[src/rtl/byte_serializer_if.sv]
// Parallel-in / serial-out handshake bundle for byte_serializer.
interface byte_serializer_if;
  logic [7:0] byte_in;
  logic       in_valid;
  logic       in_ready;
  logic       flush;
  logic       bit_out;
  logic       bit_valid;
  logic       first_bit;
  logic       byte_done;
  logic       busy;

  modport master (
    output byte_in, in_valid, flush,
    input  in_ready, bit_out, bit_valid, first_bit, byte_done, busy
  );

  modport slave (
    input  byte_in, in_valid, flush,
    output in_ready, bit_out, bit_valid, first_bit, byte_done, busy
  );
endinterface

[src/rtl/byte_serializer.sv]
// MSB-first byte serializer with a shifter plus one pending byte.
// Define BYTE_SERIALIZER_PARITY_EN to append an even-parity bit to each frame.
module byte_serializer (
  input  logic              clk,
  input  logic              rst,
  byte_serializer_if.slave  bus
);

  localparam int unsigned BYTE_W = 8;
  localparam int unsigned CNT_W  = 3;

  typedef enum logic [1:0] {
    IDLE   = 2'd0,
    SHIFT  = 2'd1
`ifdef BYTE_SERIALIZER_PARITY_EN
    , PARITY = 2'd2
`endif
  } state_t;

  state_t            state;
  logic [BYTE_W-1:0] sh;
  logic [CNT_W-1:0]  cnt;
  logic [BYTE_W-1:0] pend;
  logic              pend_full;
  logic              bit_out_q;
  logic              bit_valid_q;
  logic              first_bit_q;
  logic              byte_done_q;
`ifdef BYTE_SERIALIZER_PARITY_EN
  logic              par_q;
`endif

  logic              accept;
  logic              last_bit;
  logic              start_pend;
  logic              start_in;
  logic              start;
  logic [BYTE_W-1:0] start_byte;

  assign bus.in_ready = !pend_full && !bus.flush && !rst;
  assign accept       = bus.in_valid && bus.in_ready;

  // Frame-end detection and selection of the next byte to start
  always_comb begin
    last_bit = 1'b0;
`ifdef BYTE_SERIALIZER_PARITY_EN
    if (state == PARITY) last_bit = 1'b1;
`else
    if ((state == SHIFT) && (cnt == CNT_W'(7))) last_bit = 1'b1;
`endif
    start_pend = last_bit && pend_full;
    start_in   = accept && ((state == IDLE) || (last_bit && !pend_full));
    start      = start_pend || start_in;
    start_byte = pend_full ? pend : bus.byte_in;
  end

  // sh holds the bits still to be sent, left-aligned; bit_out holds the current one
  always_ff @(posedge clk) begin
    if (rst || bus.flush) begin
      state       <= IDLE;
      sh          <= '0;
      cnt         <= '0;
      pend        <= '0;
      pend_full   <= 1'b0;
      bit_out_q   <= 1'b0;
      bit_valid_q <= 1'b0;
      first_bit_q <= 1'b0;
      byte_done_q <= 1'b0;
`ifdef BYTE_SERIALIZER_PARITY_EN
      par_q       <= 1'b0;
`endif
    end else begin
      if (start) begin
        state       <= SHIFT;
        sh          <= {start_byte[BYTE_W-2:0], 1'b0};
        cnt         <= '0;
        bit_out_q   <= start_byte[BYTE_W-1];
        bit_valid_q <= 1'b1;
        first_bit_q <= 1'b1;
        byte_done_q <= 1'b0;
`ifdef BYTE_SERIALIZER_PARITY_EN
        par_q       <= ^start_byte;
`endif
      end else if ((state == SHIFT) && (cnt != CNT_W'(7))) begin
        sh          <= {sh[BYTE_W-2:0], 1'b0};
        cnt         <= cnt + CNT_W'(1);
        bit_out_q   <= sh[BYTE_W-1];
        bit_valid_q <= 1'b1;
        first_bit_q <= 1'b0;
`ifdef BYTE_SERIALIZER_PARITY_EN
        byte_done_q <= 1'b0;
`else
        byte_done_q <= (cnt == CNT_W'(6));
`endif
      end
`ifdef BYTE_SERIALIZER_PARITY_EN
      else if (state == SHIFT) begin
        state       <= PARITY;
        bit_out_q   <= par_q;
        bit_valid_q <= 1'b1;
        first_bit_q <= 1'b0;
        byte_done_q <= 1'b1;
      end
`endif
      else if (last_bit) begin
        state       <= IDLE;
        sh          <= '0;
        cnt         <= '0;
        bit_out_q   <= 1'b0;
        bit_valid_q <= 1'b0;
        first_bit_q <= 1'b0;
        byte_done_q <= 1'b0;
      end

      // Pending slot: refill on accept unless the byte went straight to the shifter
      if (accept && !start_in) begin
        pend      <= bus.byte_in;
        pend_full <= 1'b1;
      end else if (start_pend) begin
        pend_full <= 1'b0;
      end
    end
  end

  assign bus.bit_out   = bit_out_q;
  assign bus.bit_valid = bit_valid_q;
  assign bus.first_bit = first_bit_q;
  assign bus.byte_done = byte_done_q;
  assign bus.busy      = (state != IDLE) || pend_full;

endmodule

[src/flat_wrapper.sv]
// flat-port wrapper written by rule: the top's interface ports become plain ports
module byte_serializer_flat 
  (clk, rst, bus_byte_in, bus_in_valid, bus_flush, bus_in_ready, bus_bit_out, bus_bit_valid, bus_first_bit, bus_byte_done, bus_busy);
  byte_serializer_if bus_i ();
  input  logic clk;
  input  logic rst;
  input wire logic [$bits(bus_i.byte_in)-1:0] bus_byte_in;
  input wire logic [$bits(bus_i.in_valid)-1:0] bus_in_valid;
  input wire logic [$bits(bus_i.flush)-1:0] bus_flush;
  output wire logic [$bits(bus_i.in_ready)-1:0] bus_in_ready;
  output wire logic [$bits(bus_i.bit_out)-1:0] bus_bit_out;
  output wire logic [$bits(bus_i.bit_valid)-1:0] bus_bit_valid;
  output wire logic [$bits(bus_i.first_bit)-1:0] bus_first_bit;
  output wire logic [$bits(bus_i.byte_done)-1:0] bus_byte_done;
  output wire logic [$bits(bus_i.busy)-1:0] bus_busy;
  assign bus_i.byte_in = bus_byte_in;
  assign bus_i.in_valid = bus_in_valid;
  assign bus_i.flush = bus_flush;
  assign bus_in_ready = bus_i.in_ready;
  assign bus_bit_out = bus_i.bit_out;
  assign bus_bit_valid = bus_i.bit_valid;
  assign bus_first_bit = bus_i.first_bit;
  assign bus_byte_done = bus_i.byte_done;
  assign bus_busy = bus_i.busy;
  byte_serializer u_core (.clk(clk), .rst(rst), .bus(bus_i));
endmodule
[config.mk]
export PLATFORM = sky130hd
export DESIGN_NAME = byte_serializer_flat
export DESIGN_NICKNAME = d
export VERILOG_FILES = /design/src/rtl/byte_serializer_if.sv /design/src/rtl/byte_serializer.sv /design/src/flat_wrapper.sv
export SDC_FILE = /design/constraint.sdc
export NUM_CORES = 1
export LEC_CHECK = 0
export CAP_MARGIN = 5
export CORE_ASPECT_RATIO = 1.25
export CORE_MARGIN = 2
export CORE_UTILIZATION = 57
export DETAILED_ROUTE_END_ITERATION = 7
export PLACE_DENSITY = 0.83
export SKIP_CTS_REPAIR_TIMING = 1
export SYNTH_ARGS = -nofsm -noshare
export SYNTH_HDL_FRONTEND = slang
export SYNTH_SLANG_ARGS = --single-unit
[constraint.sdc]
create_clock -name clk -period 3.8 [get_ports clk]
set_input_delay 0.95 -clock clk [delete_from_list [all_inputs] [get_ports clk]]
set_output_delay 0.95 -clock clk [all_outputs]
set_load 0.01 [all_outputs]
Yosys cells after proc, flatten, opt, wreduce, memory -nomap -nowiden
Index checks and enable logic that the tools add are counted.
W data, S select, Z words.
- register bits after elaboration: 24
- latch bits: 0
- memory bits (writable): 0
- memory bits (read-only): 0
- input bits: 12
- output and inout bits: 6
- memories: 0
- add/subtract/negate cells: 1
- multipliers: 0
- div/mod/pow operators: 0
- magnitude comparators: 0
- equal/unequal tests: 4
- shift-type cells: 0
- muxes and demuxes: 20
- bitwise logic cells: 0
- reduce and logical (&&, ||, !) cells: 24
- operators by type and width (operator ; count):
    $mux W8 ; 4
    $mux W1 ; 14
    $logic_and A1 B1 Y1 ; 9
    $eq A3 B3 Y1 const B ; 2
    $mux W3 ; 2
    $reduce_bool A2 Y1 ; 3
    $logic_not A1 Y1 ; 4
    $logic_or A1 B1 Y1 ; 4
    $add A3 B1 Y3 const B ; 1
    $ne A3 B3 Y1 const B ; 1
    $reduce_bool A3 Y1 ; 1
    $logic_not A2 Y1 ; 1
    $ne A2 B1 Y1 const B ; 1
    $reduce_and A2 Y1 ; 1
    $reduce_or A2 Y1 ; 1

Logic depth before layout (Yosys ltp)
- depth after elaboration: 9
- mapped depth: 6
- depth with buffers taken out: 5

Worst setup path after synthesis
Ideal clock, no wire load.
- path kind: input to output
- start point: in bus_flush
- end point: out bus_in_ready
- arrival: 1.497 ns
- required time: 2.850 ns
- slack: 1.353 ns
- stages on the path: 3
- cell sequence: or3_4 buf_6 clkinv_8
- cells in the longest elaborated chain, start to end: 3
- RTL lines (item ; RTL line ; source):
    start: declaration ; flat_wrapper.sv:9 ; input wire logic [$bits(bus_i.flush)-1:0] bus_flush;
    $logic_not A1 Y1 ; byte_serializer.sv:40 ; assign bus.in_ready = !pend_full && !bus.flush && !rst;
    $logic_and A1 B1 Y1 (2 in a row) ; byte_serializer.sv:40 ;
    end: declaration ; flat_wrapper.sv:10 ; output wire logic [$bits(bus_i.in_ready)-1:0] bus_in_ready;
No other way between the ends.

Final worst setup path
Same ends and word-level chain as after synthesis.

==> impl_metrics.py <==
metrics = {
    "status": {
        "status": "completed",
    },
    "global_routing": {
        "grt_usage_pct": 22.84,
        "met3_usage_pct": 4.430,
        "grt_use_met2_pct": 37.50,
        "grt_pass1_vias": 1095,
        "grt.busiest_layer": "met2",
        "grt_overflow_total": 0,
        "antenna_found_initial": 0,
        "grt.met1_usage_pct": 29.03,
        "grt_pass1_wl_mm": 4.547,
        "grt_max_degree": 27,
    },
    "synth": {
        "synth_nets": 158,
        "ys_warn_count": 0,
        "ys_seq_area_share_pct": 37.14,
        "post_synth_num_cell_types": 35,
        "async_reset_ff_share_pct": 0,
        "synthesis.area_um2": 1294,
        "ys.flop_type": "dfxtp_1",
        "postSynthAreaPerCell_um2": 9.047,
        "postSynthCellCount": 143,
        "synth_edf_count": 0,
        "synth-seq-cells": 24,
    },
    "clocking": {
        "clock_path_buffers": 2,
        "clk_latency_ps": 310,
        "htree_levels": 1,
        "clock-sinks": 24,
        "clk_pin_slew_worst_paths_ps": 130,
        "cts_tree": "yes",
        "cts_inserted_buffers": 3,
        "clk_root_buffer_cell": "clkbuf_4",
    },
    "floorplanning": {
        "rows": 19,
        "dieArea_um2": 2669,
        "die_y_um": 57.27,
        "pin_count": 18,
        "dieWidth_um": 46.61,
        "coreArea_um2": 2163,
        "start_util_pct": 59.80,
    },
    "route": {
        "wire_per_inst_um": 14.80,
        "first_iter_violations": 33,
        "drc": 0,
        "wl_mm": 2.723,
        "vias": 1138,
        "route.detailed.vias_per_inst": 6.185,
        "detail-route-antenna-nets": 0,
        "drtPass1Iterations": 4,
    },
    "power_and_ir_drop": {
        "p_leak_nw": 0.4860,
        "vdd_ir_drop_max_mv": 0.3008,
        "powerDensity_nw_per_um2": 309.6,
    },
    "final_layout": {
        "fillers": 174,
        "drive_above_1_share_pct": 15.03,
        "final_common_cell": "dfxtp_1",
        "layout_common_cells": "dfxtp_1, clkdlybuf4s50_1, a21oi_1",
        "antenna_cells": 0,
        "areaGrowthSynthToFinish_pct": 14.22,
        "nets": 169,
        "fin_cells": 184,
    },
    "sta": {
        "rsz0062_at_grt": "no",
        "setup_viol_count_final": 0,
        "fin_skew_ps": 2.914,
        "period_needed_ps": 3478,
        "maxSlewHeadroom_pct": 55.31,
        "fmax_ghz": 0.2875,
        "drv_slew": 0,
        "finalHoldViolCount": 0,
        "timing.final.crit_share_pct": 91.52,
        "worst_slew_pin_slew_ps": 669.0,
        "setup-tns-final_ps": 0,
    },
    "worst_setup_path": {
        "path_class": "in2out",
        "crit_path_max_fanout": 10,
        "crit_path_start_kind": "input pin",
        "crit_arrival_ps": 2530,
        "crit_path_end_kind": "output port",
        "crit_required_ps": 2850,
    },
    "hold_path": {
        "min_path_type": "reg2reg",
    },
    "placed_design": {
        "place_congestion": 0.8272,
        "port_buffers": 17,
        "hpwl_mm": 2.003,
        "dp.cells": 180,
    },
    "flow_run": {
        "cap_violations": 0,
    },
}
-- Yosys cell counts (4+ instances only) --
cell | instances | area share (%)
dfxtp_1 | 24 | 37
mux2_2 | 9 | 7.8
o2111ai_1 | 8 | 5.4
o21ai_0 | 8 | 3.1
nor2b_1 | 4 | 1.9
o31ai_1 | 7 | 4.1
buf_2 | 6 | 2.3
a21oi_1 | 13 | 5.0
nor2_1 | 8 | 2.3
nand3_1 | 8 | 3.1
a31oi_1 | 7 | 3.4
nand2_1 | 8 | 2.3
-- path summary, 6_finish.rpt --
path                                startpoint  cells after the start  slack (ps)                                end
max                                  bus_flush                      4         320                       bus_in_ready
min          u_core.bus.byte_done$_SDFFE_PP0P_                      2         480  u_core.bus.byte_done$_SDFFE_PP0P_
max reg2reg         u_core.cnt[1]$_SDFFE_PP0P_                      5        1970          u_core.sh[6]$_SDFFE_PP0P_
min reg2reg  u_core.bus.byte_done$_SDFFE_PP0P_                      2         480  u_core.bus.byte_done$_SDFFE_PP0P_
-- where the power goes --
group	leakage [nW]	switching (mW)	internal (mW)
registers	0.195	0.00302	0.258
clock network	0.0210	0.0743	0.0585
logic	0.270	0.0331	0.0309
total	0.486	0.110	0.347
-- cells by family (layout without fill, tap and decap cells) --
logic type | after synthesis | in the layout | share of synthesized area (%)
buffers and inverters | 15 | 25 | 7.447
multiplexers | 10 | 10 | 8.608
AND/OR/NAND/NOR | 44 | 44 | 20.12
flip-flops | 24 | 24 | 37.14
AO/OA/AOI/OAI | 47 | 47 | 23.79
adder cells (fa/ha/maj) | 3 | 3 | 2.902
-- worst max-delay path, stage by stage --
cell             delay (ps)
clkdlybuf4s50_1         480
or3_4                   480
clkinv_8                 90
clkdlybuf4s50_1         530
-- layer usage --
layer | share of wire (%) | routed length, µm | vias up
li1 | - | - | 556
met1 | 45 | 1229 | 535
met2 | 48 | 1311 | 43
met3 | 5.8 | 158 | 4
met4 | 0.84 | 23 | 0
met5 | 0 | 0 | -
-- registers in the layout, summed over array words and instances (netlist names) --
register / flops
u_core.sh: 7
u_core.state: 1
u_core.pend: 8
u_core.bus.first_bit: 1
u_core.bus.bit_out: 1
u_core.cnt: 3
u_core.pend_full: 1
u_core.bus.byte_done: 1
u_core.bus.bit_valid: 1
-- per-stage QoR --
step / cell area [µm²] / util [%] / total power, mW / setup slack, ps / hold slack (ps)
finish: 1478 / 68.31 / 0.4575 / 322.2 / 482.4
global route: 1478 / 68.31 / 0.4805 / 272.5 / 514.8
floorplan: 1294 / - / 0.3057 / 1353 / 447.5
detailed placement: 1441 / 66.63 / 0.3295 / 325.5 / 466.1
CTS: 1478 / 68.31 / 0.4590 / 320.2 / 487.7
global placement: 1441 / 66.63 / 0.3279 / 351.5 / 458.6
-- layout make-up --
class | count | area, µm² | area share (%)
multi-input cells | 104 | 716.9 | 48.52
well taps | 31 | 38.79 | 2.625
clock buffers | 4 | 36.28 | 2.456
inverters | 2 | 20.02 | 1.355
repair buffers | 19 | 185.2 | 12.53
flip-flops and latches | 24 | 480.5 | 32.51
(Power assumes the default switching activity.)
